===== config.mk =====
export PLATFORM = sky130hd
export DESIGN_NAME = feature_quantizer_packer
export DESIGN_NICKNAME = d
export VERILOG_FILES = /design/src/rtl/feature_quantizer_packer.sv
export SDC_FILE = /design/constraint.sdc
export NUM_CORES = 1
export LEC_CHECK = 0
export CELL_PAD_IN_SITES_DETAIL_PLACEMENT = 0
export CELL_PAD_IN_SITES_GLOBAL_PLACEMENT = 1
export CORE_ASPECT_RATIO = 1.4
export CORE_UTILIZATION = 49
export CTS_BUF_LIST = sky130_fd_sc_hd__clkbuf_4 sky130_fd_sc_hd__clkbuf_8
export DETAILED_ROUTE_END_ITERATION = 10
export DONT_BUFFER_PORTS = 1
export PLACE_DENSITY_LB_ADDON = 0.2
export SYNTH_ARGS = -nofsm -noshare
export SYNTH_HDL_FRONTEND = slang
export SYNTH_SLANG_ARGS = --single-unit

===== constraint.sdc =====
create_clock -name clk -period 2.7 [get_ports clk]
set_clock_uncertainty 0.1 [all_clocks]
set_input_delay 0.27 -clock clk [delete_from_list [all_inputs] [get_ports clk]]
set_output_delay 0.27 -clock clk [all_outputs]
set_load 0.02 [all_outputs]

===== src/rtl/feature_quantizer_packer.sv =====
// Quantizes signed raw features to 2-bit codes against three thresholds and packs
// N_FEATURES codes per vector, with one closed vector allowed to wait behind m_data.
module feature_quantizer_packer #(
    parameter int                          N_FEATURES = 16,
    parameter int                          IN_WIDTH   = 8,
    parameter logic signed [IN_WIDTH-1:0]  TH0        = IN_WIDTH'(-32),
    parameter logic signed [IN_WIDTH-1:0]  TH1        = IN_WIDTH'(0),
    parameter logic signed [IN_WIDTH-1:0]  TH2        = IN_WIDTH'(32)
) (
    input  logic                      clk,
    input  logic                      rst_n,
    input  logic                      s_valid,
    output logic                      s_ready,
    input  logic [IN_WIDTH-1:0]       s_data,
    input  logic                      s_last,
    output logic                      m_valid,
    input  logic                      m_ready,
    output logic [2*N_FEATURES-1:0]   m_data,
    output logic                      err_len
);

    localparam int                CW       = $clog2(N_FEATURES);
    localparam int                VW       = 2 * N_FEATURES;
    localparam logic [CW-1:0]     LAST_IDX = CW'(N_FEATURES - 1);

    typedef enum logic {
        FILL = 1'b0,
        HOLD = 1'b1
    } state_t;

    state_t           state_q, state_d;
    logic [CW-1:0]    cnt_q, cnt_d;
    logic [VW-1:0]    shadow_q, shadow_d;
    logic [VW-1:0]    mdata_q, mdata_d;
    logic             pend_q, pend_d;
    logic             err_q, err_d;

    logic             ge0, ge1, ge2;
    logic [1:0]       code;
    logic             accept;
    logic             at_end;
    logic             close;
    logic [VW-1:0]    shadow_wr;

    assign ge0  = $signed(s_data) >= TH0;
    assign ge1  = $signed(s_data) >= TH1;
    assign ge2  = $signed(s_data) >= TH2;
    assign code = {1'b0, ge0} + {1'b0, ge1} + {1'b0, ge2};

    // pend_q is registered, so s_ready never sees m_ready combinationally
    assign s_ready = ~pend_q;
    assign accept  = s_valid & ~pend_q;
    assign at_end  = (cnt_q == LAST_IDX);
    assign close   = accept & (at_end | s_last);

    // Shadow vector with the incoming code merged into slot cnt
    genvar gi;
    generate
        for (gi = 0; gi < N_FEATURES; gi++) begin : g_slot
            assign shadow_wr[2*gi +: 2] = (cnt_q == CW'(gi)) ? code : shadow_q[2*gi +: 2];
        end
    endgenerate

    always_comb begin
        state_d  = state_q;
        cnt_d    = cnt_q;
        shadow_d = shadow_q;
        mdata_d  = mdata_q;
        pend_d   = pend_q;
        err_d    = close & ~(s_last & at_end);

        if (accept) begin
            if (close) begin
                cnt_d    = '0;
                shadow_d = '0;
            end else begin
                cnt_d    = cnt_q + CW'(1);
                shadow_d = shadow_wr;
            end
        end

        case (state_q)
            FILL: begin
                if (close) begin
                    mdata_d = shadow_wr;
                    state_d = HOLD;
                end
            end
            HOLD: begin
                if (pend_q) begin
                    // A closed vector is parked in the shadow; hand it over on release
                    if (m_ready) begin
                        mdata_d  = shadow_q;
                        shadow_d = '0;
                        pend_d   = 1'b0;
                    end
                end else if (close) begin
                    if (m_ready) begin
                        mdata_d = shadow_wr;
                    end else begin
                        pend_d   = 1'b1;
                        shadow_d = shadow_wr;
                    end
                end else if (m_ready) begin
                    state_d = FILL;
                end
            end
            default: begin
                state_d = FILL;
            end
        endcase
    end

    always_ff @(posedge clk or negedge rst_n) begin
        if (!rst_n) begin
            state_q  <= FILL;
            cnt_q    <= '0;
            shadow_q <= '0;
            mdata_q  <= '0;
            pend_q   <= 1'b0;
            err_q    <= 1'b0;
        end else begin
            state_q  <= state_d;
            cnt_q    <= cnt_d;
            shadow_q <= shadow_d;
            mdata_q  <= mdata_d;
            pend_q   <= pend_d;
            err_q    <= err_d;
        end
    end

    assign m_valid = (state_q == HOLD);
    assign m_data  = mdata_q;
    assign err_len = err_q;

endmodule

**Word level (Yosys, flattened, before mapping)**

Index checks and enable logic that the tools add are counted.

- Memory bits (writable): 0
- Memory bits (read-only): 0
- Latch bits: 0
- Output and inout port bits: 35
- Logic and storage cells: 78
- Register bits: 71
- Memories: 0
- Input port bits: 13

- Add/sub/neg operators: 3
- Div/mod/pow operators: 0
- Multiply operators: 0
- Mux-type cells: 37
- Bitwise operators: 8
- Shifts and indexed selects: 0
- Equality and inequality tests: 19
- Magnitude comparators: 3
- Reduce and logical (&&, ||, !) cells: 2

Operator list:

| kind | number |
|---|---|
| $mux 32 | 12 |
| $pmux 32 s2 | 1 |
| $eq 4x4->1 const B | 8 |
| $mux 2 | 16 |
| $eq 4x3->1 const B | 4 |
| $eq 4x2->1 const B | 2 |
| $ge 8x1->1 const B | 1 |
| $ge 8x6->1 const B | 1 |
| $ge 8x7->1 const B | 1 |
| $mux 1 | 6 |
| $ne 3x3->1 const B | 2 |
| $add 4x1->4 const B | 1 |
| $and 1x1->1 | 4 |
| $eq 4x1->1 const B | 1 |
| $logic_not 4->1 | 1 |
| $mux 4 | 1 |
| $reduce_and 4->1 | 1 |
| $ne 3x1->1 const B | 1 |
| $not 1->1 | 3 |
| $add 1x1->2 | 1 |
| $add 2x1->2 | 1 |
| $ne 2x2->1 const B | 1 |
| $pmux 1 s2 | 1 |
| $or 1x1->1 | 1 |

**Depth between registers and ports, before layout**

Gate-level depths: netlist of run 1.

- Depth after elaboration: 10
- Mapped depth: 7
- Mapped depth without buffers: 6

**Worst setup path after synthesis of run 1**

No wires, ideal clock.

- Kind: register to register
- From: reg cnt_q[0]
- To: reg shadow_q[3]
- Data arrival time: 1.621 ns
- Path slack: 0.901 ns
- Data required time: 2.522 ns
- Cell stages (with the launch flop): 8
- Cell sequence: dfrtp_1 > ha_1 > clkbuf_2 > a31oi_4 > o21a_1 > buf_2 > a22o_1 > o2bb2ai_1

- Word-level cells in the longest chain between the ends: 9

RTL lines:

| what | RTL line | source |
|---|---|---|
| from (decl) | 32 | `logic [CW-1:0] cnt_q, cnt_d;` |
| from (signal assigned) | 124 | `cnt_q <= cnt_d;` |
| $eq 4x4->1 | 53 | `assign at_end = (cnt_q == LAST_IDX);` |
| $or 1x1->1 | 54 | `assign close = accept & (at_end \| s_last);` |
| $and 1x1->1 | 54 |  |
| $mux 32 | 73 | `if (close) begin` |
| $mux 32 | 72 | `if (accept) begin` |
| $mux 32 | 98 | `if (m_ready) begin` |
| $mux 32 | 97 | `end else if (close) begin` |
| $mux 32 | 90 | `if (pend_q) begin` |
| $mux 32 * | 82 | `case (state_q)` |
| net shadow_d[3] | 33 | `logic [VW-1:0] shadow_q, shadow_d;` |
| to (signal assigned) | 125 | `shadow_q <= shadow_d;` |
| to (decl) | 33 |  |

Mark *: on every way through the listed nets, which the timed path passes. The rest lies on a longest branch.
A chain may end at the register's enable or synchronous reset.

**Worst setup path in the final report of run 1**

- From: reg cnt_q[1]
- To: reg mdata_q[31] (netlist: m_data[31])

- Word-level cells in the longest chain between the ends: 6

RTL lines:

| what | RTL line | source |
|---|---|---|
| $eq 4x4->1 * | 53, 60 |  |
| $mux 2 | 60 | `assign shadow_wr[2*gi +: 2] = (cnt_q == CW'(gi)) ? code : shadow_q[2*gi +: 2];` |
| $mux 32 | 98 |  |
| $mux 32 | 97 |  |
| $mux 32 | 90 |  |
| $pmux 32 s2 | 82 |  |
| to (signal assigned) | 126 | `mdata_q <= mdata_d;` |
| to (decl) | 34 | `logic [VW-1:0] mdata_q, mdata_d;` |

Every way passes the cells marked *; elsewhere a longest branch is shown, timed or not. The select of a mux whose other input is x is not followed.

==> run metrics, run 1 <==
multiplexer area fraction after synthesis 9.03%; overall power 4.03 mW; ratio of cells with drive above 1 in the final layout 18.6%; Cell variety after synth 32; Top-Level Pins 48; gr ovfl total 0; main combinational cell family by area after synthesis compound AO/OA/AOI/OAI gates; row cnt 36; PD cells 1050 mW/mm^2; Layout area overhead 8.36%; Ys Warns 0; design area 0.00384 sq mm; Layout Cells excl Fill 429; Post-DP Area 0.00364 sq mm; HPWL after DPL 4890 um; Fill cells 620; Critical Path Source cnt_q[1]$_DFFE_PN0P_; buffers added on ports 0; core area 0.00698 sq mm; CP Class reg2reg; TritonRoute pass-1 iters 4; largest net degree at the start of global routing 72; Mapped Area 0.00355 sq mm; GPL Wtd Cong 0.766; antenna violations before repair 0; Hold WC Path Type in2reg; Final min period 2010 ps; Synth Flop Type dfrtp_1; TritonCTS Sinks 71; DRC viols 0; Synth Area in Compound Gates 22.0%; WP data required 2830 ps; CTS H-Tree Depth 3; Slew headroom 61.8%; Die ar. 0.00759 sq mm; Achievable Freq 0.498 GHz; Net Count, Synth 343; ranking of synthesized cells by area dfrtp_1, mux2i_1, o2bb2ai_1; Setup crit start kind flip-flop; Initial Util 50.8%; Synth Area per Inst 10.9 sq um; width of the die 73.9 um; Seq/Total Area, Yosys 50.1%; Final Setup Violations 0; wire per inst 17.0 um; max cap viols 0; CTS Root Cell clkbuf_8; Slew Viols, Final 0; Vias 2375; static leakage 1.64 nW; Hold WS 35.7 ps; final wirelength 7310 um; Post-synth EDFFs 0; simple logic cell fraction of the synthesized area 11.2%; Initial DRC Count 91; Post-Syn Instances 325; xor and xnor area share after synthesis 0.247%; CTS tree done; area leader, netlist dfrtp_1; crit-path max FO 7; most frequent cell after synthesis dfrtp_1; Post-synth top cells dfrtp_1, nor2_1, mux2i_1; endpoint class of the critical path flip-flop; placed cell count 412; post-cts sizing count 0; fin nets 349; cts hold-fix bufs 3; maximum vdd drop 0.524 mV; Slew @ Worst Pin 573 ps; Setup Fix Bufs, Post-CTS 0; part of the cycle the worst path needs 74.4%; Avg Vias per Cell 5.54; clock-pin slew on the worst setup and hold paths 70 ps; Synth top area share 50.1%; RSZ-0062 raised after global routing false; Die Y-Extent 103 um; vias in the first global route 2402; Num CTS Buffers 9; total global-route track usage 22.1%; TNS Setup 0 ps; Worst-Skew Late Latency 350 ps; Final ANT Viol Nets 0; Antenna diodes 0; Hold Fails Final Rpt 0; Crit path arrival time 2140 ps; Synth Area in Adders 1.98%; r2r startpoint cnt_q[1]$_DFFE_PN0P_; CTS Buffer Depth 2; min-delay src m_ready; register bit total from synthesis 71; global-route wire length before repair 12300 um; status completed; Async S/R FF share, synth 100%
## stage by stage
| step | setup slack [ps] | utilization [%] |
|---|---|---|
| after floorplan | 901 | - |
| after global placement | 771 | 52.1 |
| after detailed placement | 690 | 52.1 |
| after CTS | 675 | 55.1 |
| after global routing | 482 | 55.1 |
| final | 691 | 55.1 |
## worst paths after layout
check,end,slack (ps),depth (start not counted)
max,m_data[31]$_DFFE_PN0P_,690,6
min reg2reg,shadow_q[28]$_DFF_PN0_,390,1
min,m_valid$_DFF_PN0_,40,3
max in group asynchronous,cnt_q[1]$_DFFE_PN0P_,1850,2
max reg2reg,m_data[31]$_DFFE_PN0P_,690,6
min in group asynchronous,shadow_q[24]$_DFF_PN0_,370,2
## cells in the final DEF, fill, tap and decap left out
cell type	n
dfrtp_1	71
nor2_1	49
mux2i_1	32
o2bb2ai_1	30
a21oi_2	28
o21ai_0	14
buf_4	14
nand2_1	12
nand3_1	12
inv_1	11
a22o_1	9
clkbuf_8	9
nand3b_1	8
a21oi_1	6
ha_1	4
a32o_1	3
clkbuf_4	3
clkinv_2	2
dlygate4sd3_1	2
and2b_2	1
and2b_1	1
a21boi_0	1
a31oi_4	1
nand2b_4	1
o21a_1	1
nor3b_1	1
xnor2_1	1
o31ai_4	1
and2_1	1
nor3_1	1
a31oi_1	1
fa_1	1
buf_16	1
buf_12	1
## layout make-up
type                    instances  area, sq um  area share, %
well taps                      95          119           3.09
clock inverters                 2         10.0          0.260
multi-input cells             220         1580           41.0
clock buffers                  12          146           3.81
repair buffers                 18          173           4.49
flip-flops and latches         71         1780           46.2
inverters                      11         41.3           1.07
## routing by layer
metal  track usage, %  vias to the layer above  share of wire, %
met5                0                        -                 0
met4             9.47                        0              0.83
met3             5.87                        5               3.1
met2             33.0                       42                49
met1             30.3                     1152                47
li1                 -                     1176                 -
## cells by family (layout without fill, tap and decap cells)
family                   count (synthesis)  after routing
flip-flops                              71             71
XOR/XNOR                                 1              1
buffers and inverters                   34             43
multiplexers                            32             32
AO/OA/AOI/OAI                           95             95
AND/OR/NAND/NOR                         87             87
adder cells (fa/ha/maj)                  5              5
## report_power, final
| part | total, mW | leakage (nW) | switching (mW) | internal (mW) |
|---|---|---|---|---|
| Combinational | 1.34 | 0.641 | 0.794 | 0.541 |
| Clock | 0.719 | 0.0863 | 0.368 | 0.351 |
| Sequential | 1.97 | 0.914 | 0.568 | 1.40 |
| Total | 4.03 | 1.64 | 1.73 | 2.30 |
## worst max-delay path, stage by stage, from the launching register on
cell     delay [ps]
dfrtp_1         400
ha_1            250
buf_4           190
nand3_1         240
nor2_1          270
mux2i_1         340
a21oi_2          90
## flip-flops by register name (all words and copies together) (netlist names)
signal    cells
m_data       32
shadow_q     32
cnt_q         4
err_len       1
m_valid       1
pend_q        1
(Power assumes the default switching activity.)
==> inputs of run 2 (changes only) <==
==> constraint.sdc (replaced) <==
create_clock -name clk -period 1.9 [get_ports clk]
set_clock_uncertainty 0.1 [all_clocks]
set_input_delay 0.19 -clock clk [delete_from_list [all_inputs] [get_ports clk]]
set_output_delay 0.19 -clock clk [all_outputs]
set_load 0.02 [all_outputs]
==> run metrics, run 2 (synthesized netlist as in run 1, its figures left out) <==
Setup crit start kind flip-flop (unchanged); reg2reg path depth 7 (was 6); TritonCTS Sinks 71 (unchanged); M1 WL 3480 um (was 3460 um); Vias 2451 (was 2375); fin nets 366 (was 349); failing checks negative hold slack; Fill cells 622 (was 620); commonest non-fill, non-tap cells in the layout dfrtp_1, nor2_1, mux2i_1 (unchanged); PD cells 1460 mW/mm^2 (was 1050 mW/mm^2); maximum vdd drop 0.782 mV (was 0.524 mV); buffers added on ports 0 (unchanged); delay-heaviest family, CP flip-flops (was simple AND/OR/NAND/NOR gates); Top Metal Used met4 (unchanged); CP Class reg2reg (unchanged); TritonRoute pass-1 iters 4 (unchanged); logic depth of the worst path, buffers included 7 (was 6); GPL Wtd Cong 0.785 (was 0.766); max cap viols 0 (unchanged); gr ovfl total 0 (unchanged); Top-Level Pins 48 (unchanged); Avg Vias per Cell 5.51 (was 5.54); core area 0.00698 sq mm (unchanged); final wirelength 7320 um (was 7310 um); RSZ-0062 raised after global routing true (was false); wire per inst 16.5 um (was 17.0 um); FF+latch area 0.00178 sq mm (unchanged); Layout Utilization 57.5% (was 55.1%); global-route wire length before repair 12200 um (was 12300 um); largest net degree at the start of global routing 72 (unchanged); Final min period 1820 ps (was 2010 ps); status finished, violations left (was completed); row cnt 36 (unchanged); Hold Fails Final Rpt 71 (was 0); Slew @ Worst Pin 418 ps (was 573 ps); Critical Path Source cnt_q[0]$_DFFE_PN0P_ (was cnt_q[1]$_DFFE_PN0P_); clock-pin slew on the worst setup and hold paths 70 ps (about the same); routed wl met3 224 um (was 226 um); Initial Util 50.8% (unchanged); CP max stage cell dfrtp_1 (unchanged); Slew Viols, Final 0 (unchanged); static leakage 1.72 nW (was 1.64 nW); CTS Buffer Depth 2 (unchanged); vias in the first global route 2444 (was 2402); crit-path max FO 4 (was 7); part of the cycle the worst path needs 96.0% (was 74.4%); critical path's largest stage delay 420 ps (was 400 ps); Final Setup Violations 0 (unchanged); leading cell type in the layout, fill and taps excluded dfrtp_1 (unchanged); Num CTS Buffers 9 (unchanged); Layout area overhead 13.1% (was 8.36%); width of the die 73.9 um (unchanged); endpoint class of the critical path flip-flop (unchanged); Initial DRC Count 93 (was 91); area of the multi-input gates 0.00160 sq mm (was 0.00158 sq mm); Hold WS -567 ps (was 35.7 ps); DRC viols 0 (unchanged); Hold WC Path Type in2async (was in2reg); CTS tree done (unchanged); WP data required 2030 ps (was 2830 ps); Crit path arrival time 1950 ps (was 2140 ps); Final ANT Viol Nets 0 (unchanged); Worst-Skew Late Latency 350 ps (about the same); cts hold-fix bufs 3 (unchanged); Slew headroom 72.1% (was 61.8%); critical path, cell by cell inv_1, ha_2, nor3b_1, buf_4, nand2_1, mux2i_1, a21oi_2 (was ha_1, buf_4, nand3_1, nor2_1, mux2i_1, a21oi_2); Achievable Freq 0.548 GHz (was 0.498 GHz); routed wl met2 3450 um (was 3560 um); crit path buf inv count 2 (was 1); antenna violations before repair 0 (unchanged); CTS H-Tree Depth 3 (unchanged); HPWL after DPL 4990 um (was 4890 um); r2r startpoint cnt_q[0]$_DFFE_PN0P_ (was cnt_q[1]$_DFFE_PN0P_); CTS Root Cell clkbuf_8 (unchanged); Antenna diodes 0 (unchanged); Die Y-Extent 103 um (unchanged); ratio of cells with drive above 1 in the final layout 24.6% (was 18.6%); total global-route track usage 21.8% (was 22.1%); Die ar. 0.00759 sq mm (unchanged)
run 2: area by class of cell:
type / instances / area share [%]
Clock buffer: 11 / 3.62
Timing Repair Buffer: 35 / 7.98
Inverter: 11 / 1.03
Sequential cell: 71 / 44.3
Clock inverter: 2 / 0.249
Tap cell: 95 / 2.96
Multi-Input combinational cell: 220 / 39.9
run 2: routing by layer:
metal  vias to the layer above  global-route usage (%)
met3                        13                    4.89
met4                         0                    9.76
met2                        41                    33.9
met1                      1194                    28.9
li1                       1203                       -
met5                         -                       0
run 2: path summary, 6_finish.rpt:
path	end	slack, ps
max reg2reg	m_data[4]$_DFFE_PN0P_	80
max	m_data[4]$_DFFE_PN0P_	80
min in group clk	cnt_q[2]$_DFFE_PN0P_	60
max in group asynchronous	m_data[12]$_DFFE_PN0P_	2170
min	m_data[26]$_DFFE_PN0P_	-570
min reg2reg	shadow_q[15]$_DFF_PN0_	390
run 2: report_power, final:
group | switching, mW | internal (mW)
logic | 1.14 | 0.915
clock network | 0.516 | 0.498
registers | 0.804 | 2.00
total | 2.46 | 3.41
run 2: stage by stage:
stage	setup TNS [ps]	area (sq um)	setup slack (ps)	instances	total power, mW
CTS	0	3980	14.1	444	5.91
finish	0	4010	76.6	445	5.87
global placement	0	3800	91.9	428	4.83
global route	-65.1	4010	-17.3	445	6.28
floorplan	0	3550	101	325	4.32
detailed placement	0	3800	48.8	428	4.87
run 2: timing repair:
item / in CTS / in global routing
setup buffers: 0 / 1
endpoints found under the setup margin: 0 / 46
gates resized for setup: 0 / 12
endpoints found under the hold margin: 77 / 71
==> inputs of run 3 (changes only) <==
--- a/config.mk
+++ b/config.mk
@@ -8,10 +8,13 @@
 export CELL_PAD_IN_SITES_DETAIL_PLACEMENT = 0
 export CELL_PAD_IN_SITES_GLOBAL_PLACEMENT = 1
 export CORE_ASPECT_RATIO = 1.4
+export CORE_MARGIN = 4
 export CORE_UTILIZATION = 49
 export CTS_BUF_LIST = sky130_fd_sc_hd__clkbuf_4 sky130_fd_sc_hd__clkbuf_8
+export CTS_CLUSTER_SIZE = 10
 export DETAILED_ROUTE_END_ITERATION = 10
 export DONT_BUFFER_PORTS = 1
+export GPL_ROUTABILITY_DRIVEN = 1
 export PLACE_DENSITY_LB_ADDON = 0.2
 export SYNTH_ARGS = -nofsm -noshare
 export SYNTH_HDL_FRONTEND = slang
==> run metrics, run 3 (synthesized netlist as in run 1, its figures left out) <==
ratio of cells with drive above 1 in the final layout 24.9% (was 24.6%); TritonRoute pass-1 iters 4 (unchanged); Fill cells 658 (was 622); FF+latch area 0.00178 sq mm (unchanged); CTS Root Cell clkbuf_8 (unchanged); register-to-register setup slack 80 ps (about the same); HPWL after DPL 5200 um (was 4990 um); endpoint class of the critical path flip-flop (unchanged); cts hold-fix bufs 2 (was 3); design area 0.00405 sq mm (was 0.00401 sq mm); row cnt 36 (unchanged); crit path buf inv count 3 (was 2); Worst-Skew Late Latency 340 ps (was 350 ps); Die Y-Extent 109 um (was 103 um); Slew @ Worst Pin 426 ps (was 418 ps); R2R Path End m_data[0]$_DFFE_PN0P_ (was m_data[4]$_DFFE_PN0P_); crit-path max FO 9 (was 4); GPL Wtd Cong 0.859 (was 0.785); Worst Slack Setup Final 83.6 ps (was 76.6 ps); DRC viols 0 (unchanged); Final ANT Viol Nets 0 (unchanged); static leakage 1.73 nW (was 1.72 nW); area of the multi-input gates 0.00161 sq mm (was 0.00160 sq mm); leading cell type in the layout, fill and taps excluded dfrtp_1 (unchanged); max cap viols 0 (unchanged); vias in the first global route 2525 (was 2444); Final min period 1820 ps (about the same); fin nets 364 (was 366); Post-DP Area 0.00376 sq mm (was 0.00380 sq mm); total global-route track usage 19.5% (was 21.8%); gr ovfl total 0 (unchanged); maximum vdd drop 0.784 mV (was 0.782 mV); clock-pin slew on the worst setup and hold paths 70 ps (about the same); global-route wire length before repair 12700 um (was 12200 um); CP max stage cell dfrtp_1 (unchanged); Setup crit start kind flip-flop (unchanged); PD cells 1510 mW/mm^2 (was 1460 mW/mm^2); Num CTS Buffers 9 (unchanged); Achievable Freq 0.551 GHz (was 0.548 GHz); buffers added on ports 0 (unchanged); r2r startpoint cnt_q[0]$_DFFE_PN0P_ (unchanged); failing checks negative hold slack (unchanged); largest net degree at the start of global routing 72 (unchanged); pre-CTS WS -88.1 ps (was 48.8 ps); Slew headroom 71.4% (was 72.1%); Slew Viols, Final 0 (unchanged); CTS tree done (unchanged); part of the cycle the worst path needs 95.6% (was 96.0%); Initial Util 50.5% (was 50.8%); Initial DRC Count 126 (was 93); Hold Fails Final Rpt 71 (unchanged); most used cell, CP buf_6; Crit path arrival time 1950 ps (about the same); wire per inst 17.6 um (was 16.5 um); Top-Level Pins 48 (unchanged); Layout area overhead 14.3% (was 13.1%); CTS Buffer Depth 2 (unchanged); Vias 2499 (was 2451); Hold WC Path Type in2async (unchanged); core area 0.00703 sq mm (was 0.00698 sq mm); antenna violations before repair 0 (unchanged); final wirelength 7830 um (was 7320 um); Final Setup Violations 0 (unchanged); CP Class reg2reg (unchanged); critical path, cell by cell ha_2, a31oi_4, buf_6, o31ai_4, buf_6, clkbuf_16, a21oi_1 (was inv_1, ha_2, nor3b_1, buf_4, nand2_1, mux2i_1, a21oi_2); TritonCTS Sinks 71 (unchanged); Hold WS -569 ps (was -567 ps); width of the die 79.9 um (was 73.9 um); CTS H-Tree Depth 3 (unchanged); reg2reg path depth 7 (unchanged); Die ar. 0.00868 sq mm (was 0.00759 sq mm); Avg Vias per Cell 5.63 (was 5.51); status finished, violations left (unchanged); commonest non-fill, non-tap cells in the layout dfrtp_1, nor2_1, mux2i_1 (unchanged); Antenna diodes 0 (unchanged); critical path's largest stage delay 400 ps (was 420 ps); WP data required 2030 ps (about the same); delay-heaviest family, CP compound AO/OA/AOI/OAI gates (was flip-flops)
-- run 3: routing by layer --
| metal | up-vias | track usage (%) | part of all wire, % |
|---|---|---|---|
| met5 | - | 0 | 0 |
| met4 | 0 | 10.3 | 3.2 |
| met3 | 17 | 4.55 | 4.4 |
| met2 | 61 | 29.3 | 47 |
| met1 | 1223 | 26.1 | 45 |
| li1 | 1198 | - | - |
-- run 3: timing repair --
| action | 4_1_cts | 5_1_grt |
|---|---|---|
| cloned | 0 | 2 |
| gates resized for setup | 1 | 12 |
| setup buffers | 0 | 1 |
| hold endpoints to repair | 73 | 71 |
| endpoints found under the setup margin | 12 | 17 |
-- run 3: final cells by class --
class | instances | share of cell area (%)
Timing Repair Buffer | 33 | 7.87
Clock inverter | 1 | 0.741
Clock buffer | 13 | 3.95
Sequential cell | 71 | 43.8
Tap cell | 95 | 2.93
Multi-Input combinational cell | 220 | 39.6
Inverter | 11 | 1.02
-- run 3: per-stage QoR --
step	TNS (ps)	power, mW	utilization, %	cells
3_3_place_gp	-5.37	4.81	53.5	425
2_1_floorplan	0	4.32	-	325
5_1_grt	-36.7	6.54	57.7	444
3_5_place_dp	-508	4.88	53.5	425
4_1_cts	0	6.10	56.5	441
6_report	0	6.12	57.7	444
-- run 3: worst max path at each step --
| stage | start | cells past startpoint | to | slack, ps |
|---|---|---|---|---|
| after floorplan | cnt_q[0]$_DFFE_PN0P_ | 7 | shadow_q[3]$_DFF_PN0_ | 100 |
| after global placement | cnt_q[0]$_DFFE_PN0P_ | 5 | shadow_q[5]$_DFF_PN0_ | -3 |
| after detailed placement | cnt_q[0]$_DFFE_PN0P_ | 5 | shadow_q[5]$_DFF_PN0_ | -90 |
| after CTS | cnt_q[0]$_DFFE_PN0P_ | 6 | m_data[24]$_DFFE_PN0P_ | 30 |
| after global routing | cnt_q[0]$_DFFE_PN0P_ | 7 | m_data[22]$_DFFE_PN0P_ | -20 |
| final | cnt_q[0]$_DFFE_PN0P_ | 7 | m_data[0]$_DFFE_PN0P_ | 80 |
-- run 3: where the power goes --
group | total (mW) | internal, mW | switching (mW)
Sequential | 2.78 | 2.00 | 0.785
Clock | 1.19 | 0.673 | 0.521
Combinational | 2.15 | 0.949 | 1.20
Total | 6.12 | 3.62 | 2.51
-- run 3: worst register-to-register path: cells and delay by family, from the launching register on --
kind	cells	cell delay, ps
fa+ha+maj	1	230
buf+inv	3	480
compound gates	3	480
flops	1	400
